==> config.mk <==
export PLATFORM = sky130hd
export DESIGN_NAME = seg7_scan_driver
export DESIGN_NICKNAME = d
export VERILOG_FILES = /design/src/rtl/seg7_scan_driver.sv
export SDC_FILE = /design/constraint.sdc
export NUM_CORES = 1
export LEC_CHECK = 0
export ABC_AREA = 0
export BUFFER_PORTS_ARGS = -buffer_cell sky130_fd_sc_hd__clkbuf_2
export CAP_MARGIN = 20
export CORE_ASPECT_RATIO = 0.5
export CORE_MARGIN = 4
export CORE_UTILIZATION = 57
export CTS_CLUSTER_SIZE = 30
export DETAILED_ROUTE_END_ITERATION = 10
export GPL_ROUTABILITY_DRIVEN = 0
export GPL_TIMING_DRIVEN = 0
export PLACE_DENSITY_LB_ADDON = 0.2
export SLEW_MARGIN = 10
export SYNTH_ARGS = -nofsm -noshare
export SYNTH_HDL_FRONTEND = slang
export SYNTH_SLANG_ARGS = --single-unit
export TNS_END_PERCENT = 20
==> constraint.sdc <==
create_clock -name clk -period 2.7 [get_ports clk]
set_input_delay 0.675 -clock clk [delete_from_list [all_inputs] [get_ports clk]]
set_output_delay 0.675 -clock clk [all_outputs]
set_load 0.01 [all_outputs]
==> src/rtl/seg7_scan_driver.sv <==
// Time-multiplexed 7-segment scan driver with frame-synchronous double buffering,
// anti-ghosting blank interval, leading-zero blanking and selectable polarity.
module seg7_scan_driver #(
  parameter int unsigned NUM_DIGITS  = 4,
  parameter int unsigned DIV_COUNT   = 50000,
  parameter int unsigned BLANK_CYC   = 16,
  parameter int unsigned HEX_EN      = 1,
  parameter int unsigned SEG_ACT_LOW = 0,
  parameter int unsigned AN_ACT_LOW  = 1
) (
  input  logic                                               clk,
  input  logic                                               reset,
  input  logic [4*NUM_DIGITS-1:0]                            digits_in,
  input  logic [NUM_DIGITS-1:0]                              dp_in,
  input  logic                                               load,
  input  logic                                               blank_lz,
  output logic [6:0]                                         seg_out,
  output logic                                               dp_out,
  output logic [NUM_DIGITS-1:0]                              an_out,
  output logic [(NUM_DIGITS > 1 ? $clog2(NUM_DIGITS) : 1)-1:0] scan_idx,
  output logic                                               frame_done
);

  localparam int unsigned IW = (NUM_DIGITS > 1) ? $clog2(NUM_DIGITS) : 1;
  localparam int unsigned CW = $clog2(DIV_COUNT);
  localparam int unsigned DW = 4 * NUM_DIGITS;
  localparam logic        SEG_INV = (SEG_ACT_LOW != 0);
  localparam logic        AN_INV  = (AN_ACT_LOW != 0);

  logic [CW-1:0]         cnt;
  logic                  tc;
  logic                  wrap;
  logic [DW-1:0]         pend_dig;
  logic [NUM_DIGITS-1:0] pend_dp;
  logic                  pend_valid;
  logic [DW-1:0]         disp_dig;
  logic [NUM_DIGITS-1:0] disp_dp;

  logic [3:0]            cur_code;
  logic                  cur_dp;
  logic                  cur_lz;
  logic                  zrun;
  logic [NUM_DIGITS-1:0] lz;
  logic [NUM_DIGITS-1:0] an_sel;
  logic [6:0]            seg_nxt;
  logic [NUM_DIGITS-1:0] an_nxt;

  function automatic logic [6:0] decode(input logic [3:0] code);
    logic [6:0] pat;
    case (code)
      4'h0:    pat = 7'b1111110;
      4'h1:    pat = 7'b0110000;
      4'h2:    pat = 7'b1101101;
      4'h3:    pat = 7'b1111001;
      4'h4:    pat = 7'b0110011;
      4'h5:    pat = 7'b1011011;
      4'h6:    pat = 7'b1011111;
      4'h7:    pat = 7'b1110000;
      4'h8:    pat = 7'b1111111;
      4'h9:    pat = 7'b1111011;
      4'hA:    pat = 7'b1110111;
      4'hB:    pat = 7'b0011111;
      4'hC:    pat = 7'b1001110;
      4'hD:    pat = 7'b0111101;
      4'hE:    pat = 7'b1001111;
      default: pat = 7'b1000111;
    endcase
    if ((HEX_EN == 0) && (code > 4'd9)) pat = 7'b0000000;
    return pat;
  endfunction

  assign tc   = (cnt == CW'(DIV_COUNT - 1));
  assign wrap = tc && (scan_idx == IW'(NUM_DIGITS - 1));

  // Slot divider and scan index
  always_ff @(posedge clk) begin
    if (reset) begin
      cnt      <= '0;
      scan_idx <= '0;
    end else if (tc) begin
      cnt      <= '0;
      scan_idx <= wrap ? '0 : scan_idx + IW'(1);
    end else begin
      cnt      <= cnt + CW'(1);
    end
  end

  // Pending/display double buffer; display only changes on a frame wrap
  always_ff @(posedge clk) begin
    if (reset) begin
      pend_dig   <= '0;
      pend_dp    <= '0;
      pend_valid <= 1'b0;
      disp_dig   <= '0;
      disp_dp    <= '0;
    end else begin
      if (load) begin
        pend_dig <= digits_in;
        pend_dp  <= dp_in;
      end
      if (wrap) begin
        pend_valid <= 1'b0;
        if (load) begin
          disp_dig <= digits_in;
          disp_dp  <= dp_in;
        end else if (pend_valid) begin
          disp_dig <= pend_dig;
          disp_dp  <= pend_dp;
        end
      end else if (load) begin
        pend_valid <= 1'b1;
      end
    end
  end

  // Digit select, leading-zero detection and decode for the current slot
  always_comb begin
    cur_code = 4'd0;
    cur_dp   = 1'b0;
    cur_lz   = 1'b0;
    an_sel   = '0;
    zrun     = 1'b1;
    lz       = '0;
    for (int i = int'(NUM_DIGITS) - 1; i >= 0; i--) begin
      zrun  = zrun && (disp_dig[4*i +: 4] == 4'd0);
      lz[i] = zrun && (i != 0);
    end
    for (int i = 0; i < int'(NUM_DIGITS); i++) begin
      if (scan_idx == IW'(i)) begin
        cur_code  = disp_dig[4*i +: 4];
        cur_dp    = disp_dp[i];
        cur_lz    = lz[i];
        an_sel[i] = 1'b1;
      end
    end
    seg_nxt = (blank_lz && cur_lz) ? 7'b0000000 : decode(cur_code);
    an_nxt  = (cnt < CW'(BLANK_CYC)) ? '0 : an_sel;
  end

  // Output registers with polarity applied last
  always_ff @(posedge clk) begin
    if (reset) begin
      seg_out    <= {7{SEG_INV}};
      dp_out     <= SEG_INV;
      an_out     <= {NUM_DIGITS{AN_INV}};
      frame_done <= 1'b0;
    end else begin
      seg_out    <= seg_nxt ^ {7{SEG_INV}};
      dp_out     <= cur_dp ^ SEG_INV;
      an_out     <= an_nxt ^ {NUM_DIGITS{AN_INV}};
      frame_done <= wrap;
    end
  end

endmodule

# == Word-level counts from Yosys, hierarchy flattened ==
# Memories as Yosys holds them, arrays and structs flattened. A register that Yosys moved wholly into a read port is not among the register bits.
# Index checks and enable logic that the tools add are counted.
# op_classes
n_addsub,2
multipliers,0
n_div,0
order_cmp,1
n_eq_ne,4
shifts,0
mux,21
n_bitwise,1
reduce_logical,13
# ops
op,count
16-bit two-way mux,2
4-bit two-way mux,7
"16-bit by 1-bit adder with 16-bit output, second input constant",1
"16-bit equality test, second input constant",1
"16-bit by 5-bit less-than comparator with 1-bit output, second input constant",1
4-bit zero test,3
1-bit two-way mux,11
2-bit OR reduction,3
"2-bit equality test, second input constant",2
1-bit logical AND,4
4-bit NOT,1
"2-bit by 1-bit adder with 2-bit output, second input constant",1
"2-bit by 1-bit equality test with 1-bit output, second input constant",1
2-bit zero test,1
2-bit two-way mux,1
2-bit AND reduction,1
2-bit nonzero test,1
# word_totals
ff_bits,65
latchBits,0
ram_bits,0
mem_bits_ro,112
inputBits,24
wordCells,53
n_memories,1
# mem_list
memory,depth,word_bits,read_ports,rd_ports_with_merged_regs,write_ports,line,text
(no name shown),16,7,1,1,0,50,case (code)

# == Depth between registers and ports, before layout ==
# depth
word_depth,8
mapped_depth,12

# == Worst setup path after synthesis ==
# Ideal clock, no wire load.
# synth_path
path_type,register to register
startpoint,register scan_idx[1] in the netlist's numbering
endpoint,register seg_out[0]
arrival_time_ps,2317
setup_slack_ps,288
path_stages_with_launch,11
n_path_buf,1
path_cell_list,dfxtp_1 > inv_1 > ha_1 > clkbuf_1 > a21oi_1 > o21ai_0 > a22oi_1 > inv_1 > ha_1 > mux2_2 > a221oi_1
# synth_via
elab_chain_len,6
elab_cells_between_ends,13
# synth_rtl
element,line,text
"start, declared",20,"output logic [(NUM_DIGITS > 1 ? $clog2(NUM_DIGITS) : 1)-1:0] scan_idx,"
"start signal, assigned",82,scan_idx <= wrap ? '0 : scan_idx + IW'(1);
2-bit by 1-bit equality test with 1-bit output,129,if (scan_idx == IW'(i)) begin
1-bit two-way mux (3 in a row),129,
1-bit logical AND,136,seg_nxt = (blank_lz && cur_lz) ? 7'b0000000 : decode(cur_code);
2-bit OR reduction (no source line),n/a,
"end, declared",17,"output logic [6:0] seg_out,"
# Several ways; a longest one is shown, not always the timed one.
# A chain may end at the register's enable or synchronous reset.

# == Worst setup path in the final report ==
# layout_path
startpoint,register scan_idx[0] in the netlist's numbering
endpoint,register seg_out[0]
# The elaborated chain is that of the path after synthesis.

==> summary.txt <==
Status
  – Outcome: finished clean

Timing
  – Relative slew margins: 43.3%
  – Worst slew pin tran: 0.850 ns
  – Fmax: 405 MHz
  – RSZ-0062 raised after global routing: no
  – Fin crit share: 91.4%
  – Final Max Tran Viols: 0
  – Final-report hold violation count: 0
  – # setup viols final: 0
  – Clock period minus worst slack: 2.47 ns
  – Skew final: 0.00484 ns

Logic synthesis
  – Ys flop type: dfxtp_1
  – Post-synthesis cell count: 325
  – Syn Nets: 361
  – Post-synthesis sequential area ratio: 44.5%
  – Syn_area_per_cell: 9.96 um2
  – Post-synthesis register bit count: 72
  – YS warnings: 0
  – Synth Cell Area: 3240 um2
  – Post-synth EDFFs: 0
  – Async SR Flop Fraction: 0%
  – Synth unique cells: 41

Cells and area
  – Layout Nets: 413
  – N_diodes: 0
  – Area grow syn2layout: 19.0%
  – Fin cells: 454
  – Final core occ: 70.2%
  – Fillers: 413
  – Commonest non-fill, non-tap cell in the layout: dfxtp_1
  – Fin area: 3850 um2
  – Most frequent cells in the layout: 72 x dfxtp_1, 48 x nor2_1, 38 x clkbuf_2, 25 x mux2i_1
  – Layout cell share with drive strength beyond 1: 22.8%

Critical path
  – Crit path kind: reg2reg
  – Worst setup SP type: register
  – CP Max Fanout: 10
  – Critical Path End Type: register
  – Crit path max-delay cell type: dfxtp_1
  – Worst EP arrival: 2.70 ns
  – Worst-path cell chain: ha_1 > buf_2 > a21oi_1 > a22oi_2 > inv_1 > ha_1 > mux2_2 > a221oi_1
  – CP peak stage delay: 0.43 ns
  – Most used cell, CP: ha_1
  – Critical Path RT: 2.93 ns

Place
  – Placed insts: 436
  – Area of placed instances: 3520 um2
  – Port bufs: 38
  – Hpwl dp: 4610 um

Global routing
  – First-pass GRT wire length: 10900 um
  – Initial antenna violation count: 0
  – Pin count of the biggest net entering global routing: 12
  – GRT Util Overall: 20.3%
  – Overflow after GRT: 0
  – Number of global-route vias before repair: 2367

Pwr
  – Switching Fraction: 19.8%
  – Sw Pwr: 0.478 mW
  – Pwr per Cell Area: 626 nW/um2
  – Clock Power Share: 50.3%
  – Logic pwr share: 4.1%
  – Max VDD drop: 0.509 mV
  – Leak Pwr: 1.75 nW
  – Reg power frac: 45.6%
  – Internal: 1.93 mW

Routing
  – # DRC: 0
  – Total Wirelength: 6550 um
  – Vias per cell: 5.28
  – Wire per inst: 14.4 um
  – DRT iter0 DRCs: 123
  – Final ANT Viol Nets: 0
  – Via Count: 2395
  – Pre-Repair DR Iteration Count: 4

Die
  – Core Area: 5490 um2
  – Die Span Y: 61.3 um
  – Die ar.: 7020 um2
  – Die X: 115 um
  – Initial Util: 59.0%
  – Rows: 19
  – I/O pins: 39

CTS
  – Root Driver: clkbuf_16
  – Clock Latency Late Sink: 0.33 ns
  – Num Clock Sinks: 72
  – CTS Hold Bufs: 0
  – Clk slew on worst S/H paths: 0.05 ns
  – Longest Clk Path Bufs: 2
  – CTS tree: done
  – CTS buffer count: 9
  – H-tree depth: 3

Worst hold path
  – HP Class: reg2reg

Job
  – MaxCap Viol Count: 0
[synthesized netlist by cell type, types with 2 or more instances]
cell | count | area share (%)
clkbuf_1 | 7 | 0.81
xor2_1 | 10 | 2.7
ha_1 | 12 | 4.6
buf_6 | 2 | 0.70
mux2i_1 | 25 | 7.7
nor2b_1 | 22 | 4.3
xnor2_1 | 4 | 1.1
nand3b_1 | 3 | 0.70
nor3_1 | 6 | 0.93
nand3_1 | 7 | 1.1
mux2_4 | 20 | 9.3
nor2_1 | 48 | 5.6
or3_1 | 3 | 0.58
o21ai_0 | 2 | 0.31
nand2_1 | 22 | 2.6
dfxtp_1 | 72 | 45
and3_1 | 5 | 0.97
a211oi_1 | 2 | 0.46
a311oi_1 | 3 | 0.81
a31oi_1 | 2 | 0.39
o211ai_1 | 2 | 0.46
nand2b_1 | 3 | 0.58
buf_1 | 4 | 0.46
nor3b_1 | 3 | 0.70
a21oi_1 | 6 | 0.93
inv_1 | 8 | 0.93
nand4_1 | 3 | 0.58
a221oi_1 | 2 | 0.54
nor4_1 | 3 | 0.58
buf_2 | 3 | 0.46
[sequential cells by signal, indices dropped and copies added, names as in the netlist, 2 cells and up]
signal	cells
pend_dig	16
disp_dig	16
seg_out	7
an_out	4
cnt	16
scan_idx	2
pend_dp	4
disp_dp	4
[power by group through the flow]
stage	clock (mW)	combinational (mW)	sequential, mW
floorplan	0	0.0596	1.12
global placement	0	0.0967	1.12
detailed placement	0	0.100	1.12
CTS	1.23	0.101	1.10
global route	1.29	0.112	1.10
finish	1.21	0.0992	1.10
[final timing paths]
path	start	endpoint	slack [ns]	cells past startpoint
max	scan_idx[0]	seg_out[0]	0.23	8
min	cnt[0]	cnt[0]	0.44	1
max reg2reg	scan_idx[0]	seg_out[0]	0.23	8
min reg2reg	cnt[0]	cnt[0]	0.44	1
[layer usage]
| layer | routed length, um | global-route usage (%) | part of all wire [%] |
|---|---|---|---|
| met1 | 3100 | 24.4 | 47 |
| met5 | 0 | 0 | 0 |
| met3 | 280 | 7.75 | 4.3 |
| met2 | 3070 | 34.2 | 47 |
| met4 | 106 | 6.94 | 1.6 |
[cell type report]
type | instances | area, um2 | share of cell area, %
multi-input combinational | 229 | 1690 | 43.9
timing repair buffer | 42 | 220 | 5.71
inverter | 8 | 30.0 | 0.779
clock inverter | 4 | 70.1 | 1.82
clock buffer | 11 | 233 | 6.04
sequential | 72 | 1440 | 37.4
buffer | 15 | 75.1 | 1.95
tap | 73 | 91.3 | 2.37
[timing repair]
item                       4_1_cts  5_1_grt
setup buffers                    0        4
hold endpoints to repair         0        0
setup endpoints to repair        1        5
cloned                           0        0
resized for setup                1        0
pin swaps                        0        1
[cell families after synthesis]
family	synth area share, %
flops	44.5
xor+xnor	3.79
fa+ha+maj	4.64
compound gates	4.75
simple gates	21.6
mux	17.3
buf+inv	3.36
[metrics by stage]
stage | worst slack, ns | TNS, ns | hold slack [ns] | power, mW
6_report | 0.232 | 0 | 0.442 | 2.41
5_1_grt | 0.000179 | 0 | 0.479 | 2.50
4_1_cts | 0.0834 | 0 | 0.444 | 2.43
3_5_place_dp | -0.110 | -0.110 | 0.437 | 1.22
3_3_place_gp | -0.0389 | -0.0389 | 0.429 | 1.22
2_1_floorplan | 0.288 | 0 | 0.413 | 1.18
[critical path: cells and delay by family (launching register included)]
family	cells	cell delay, ns
buffers and inverters	2	0.43
flip-flops	1	0.43
multiplexers	1	0.28
adder cells (fa/ha/maj)	2	0.56
AO/OA/AOI/OAI	3	0.66
Power figures use the tool's default switching activity.
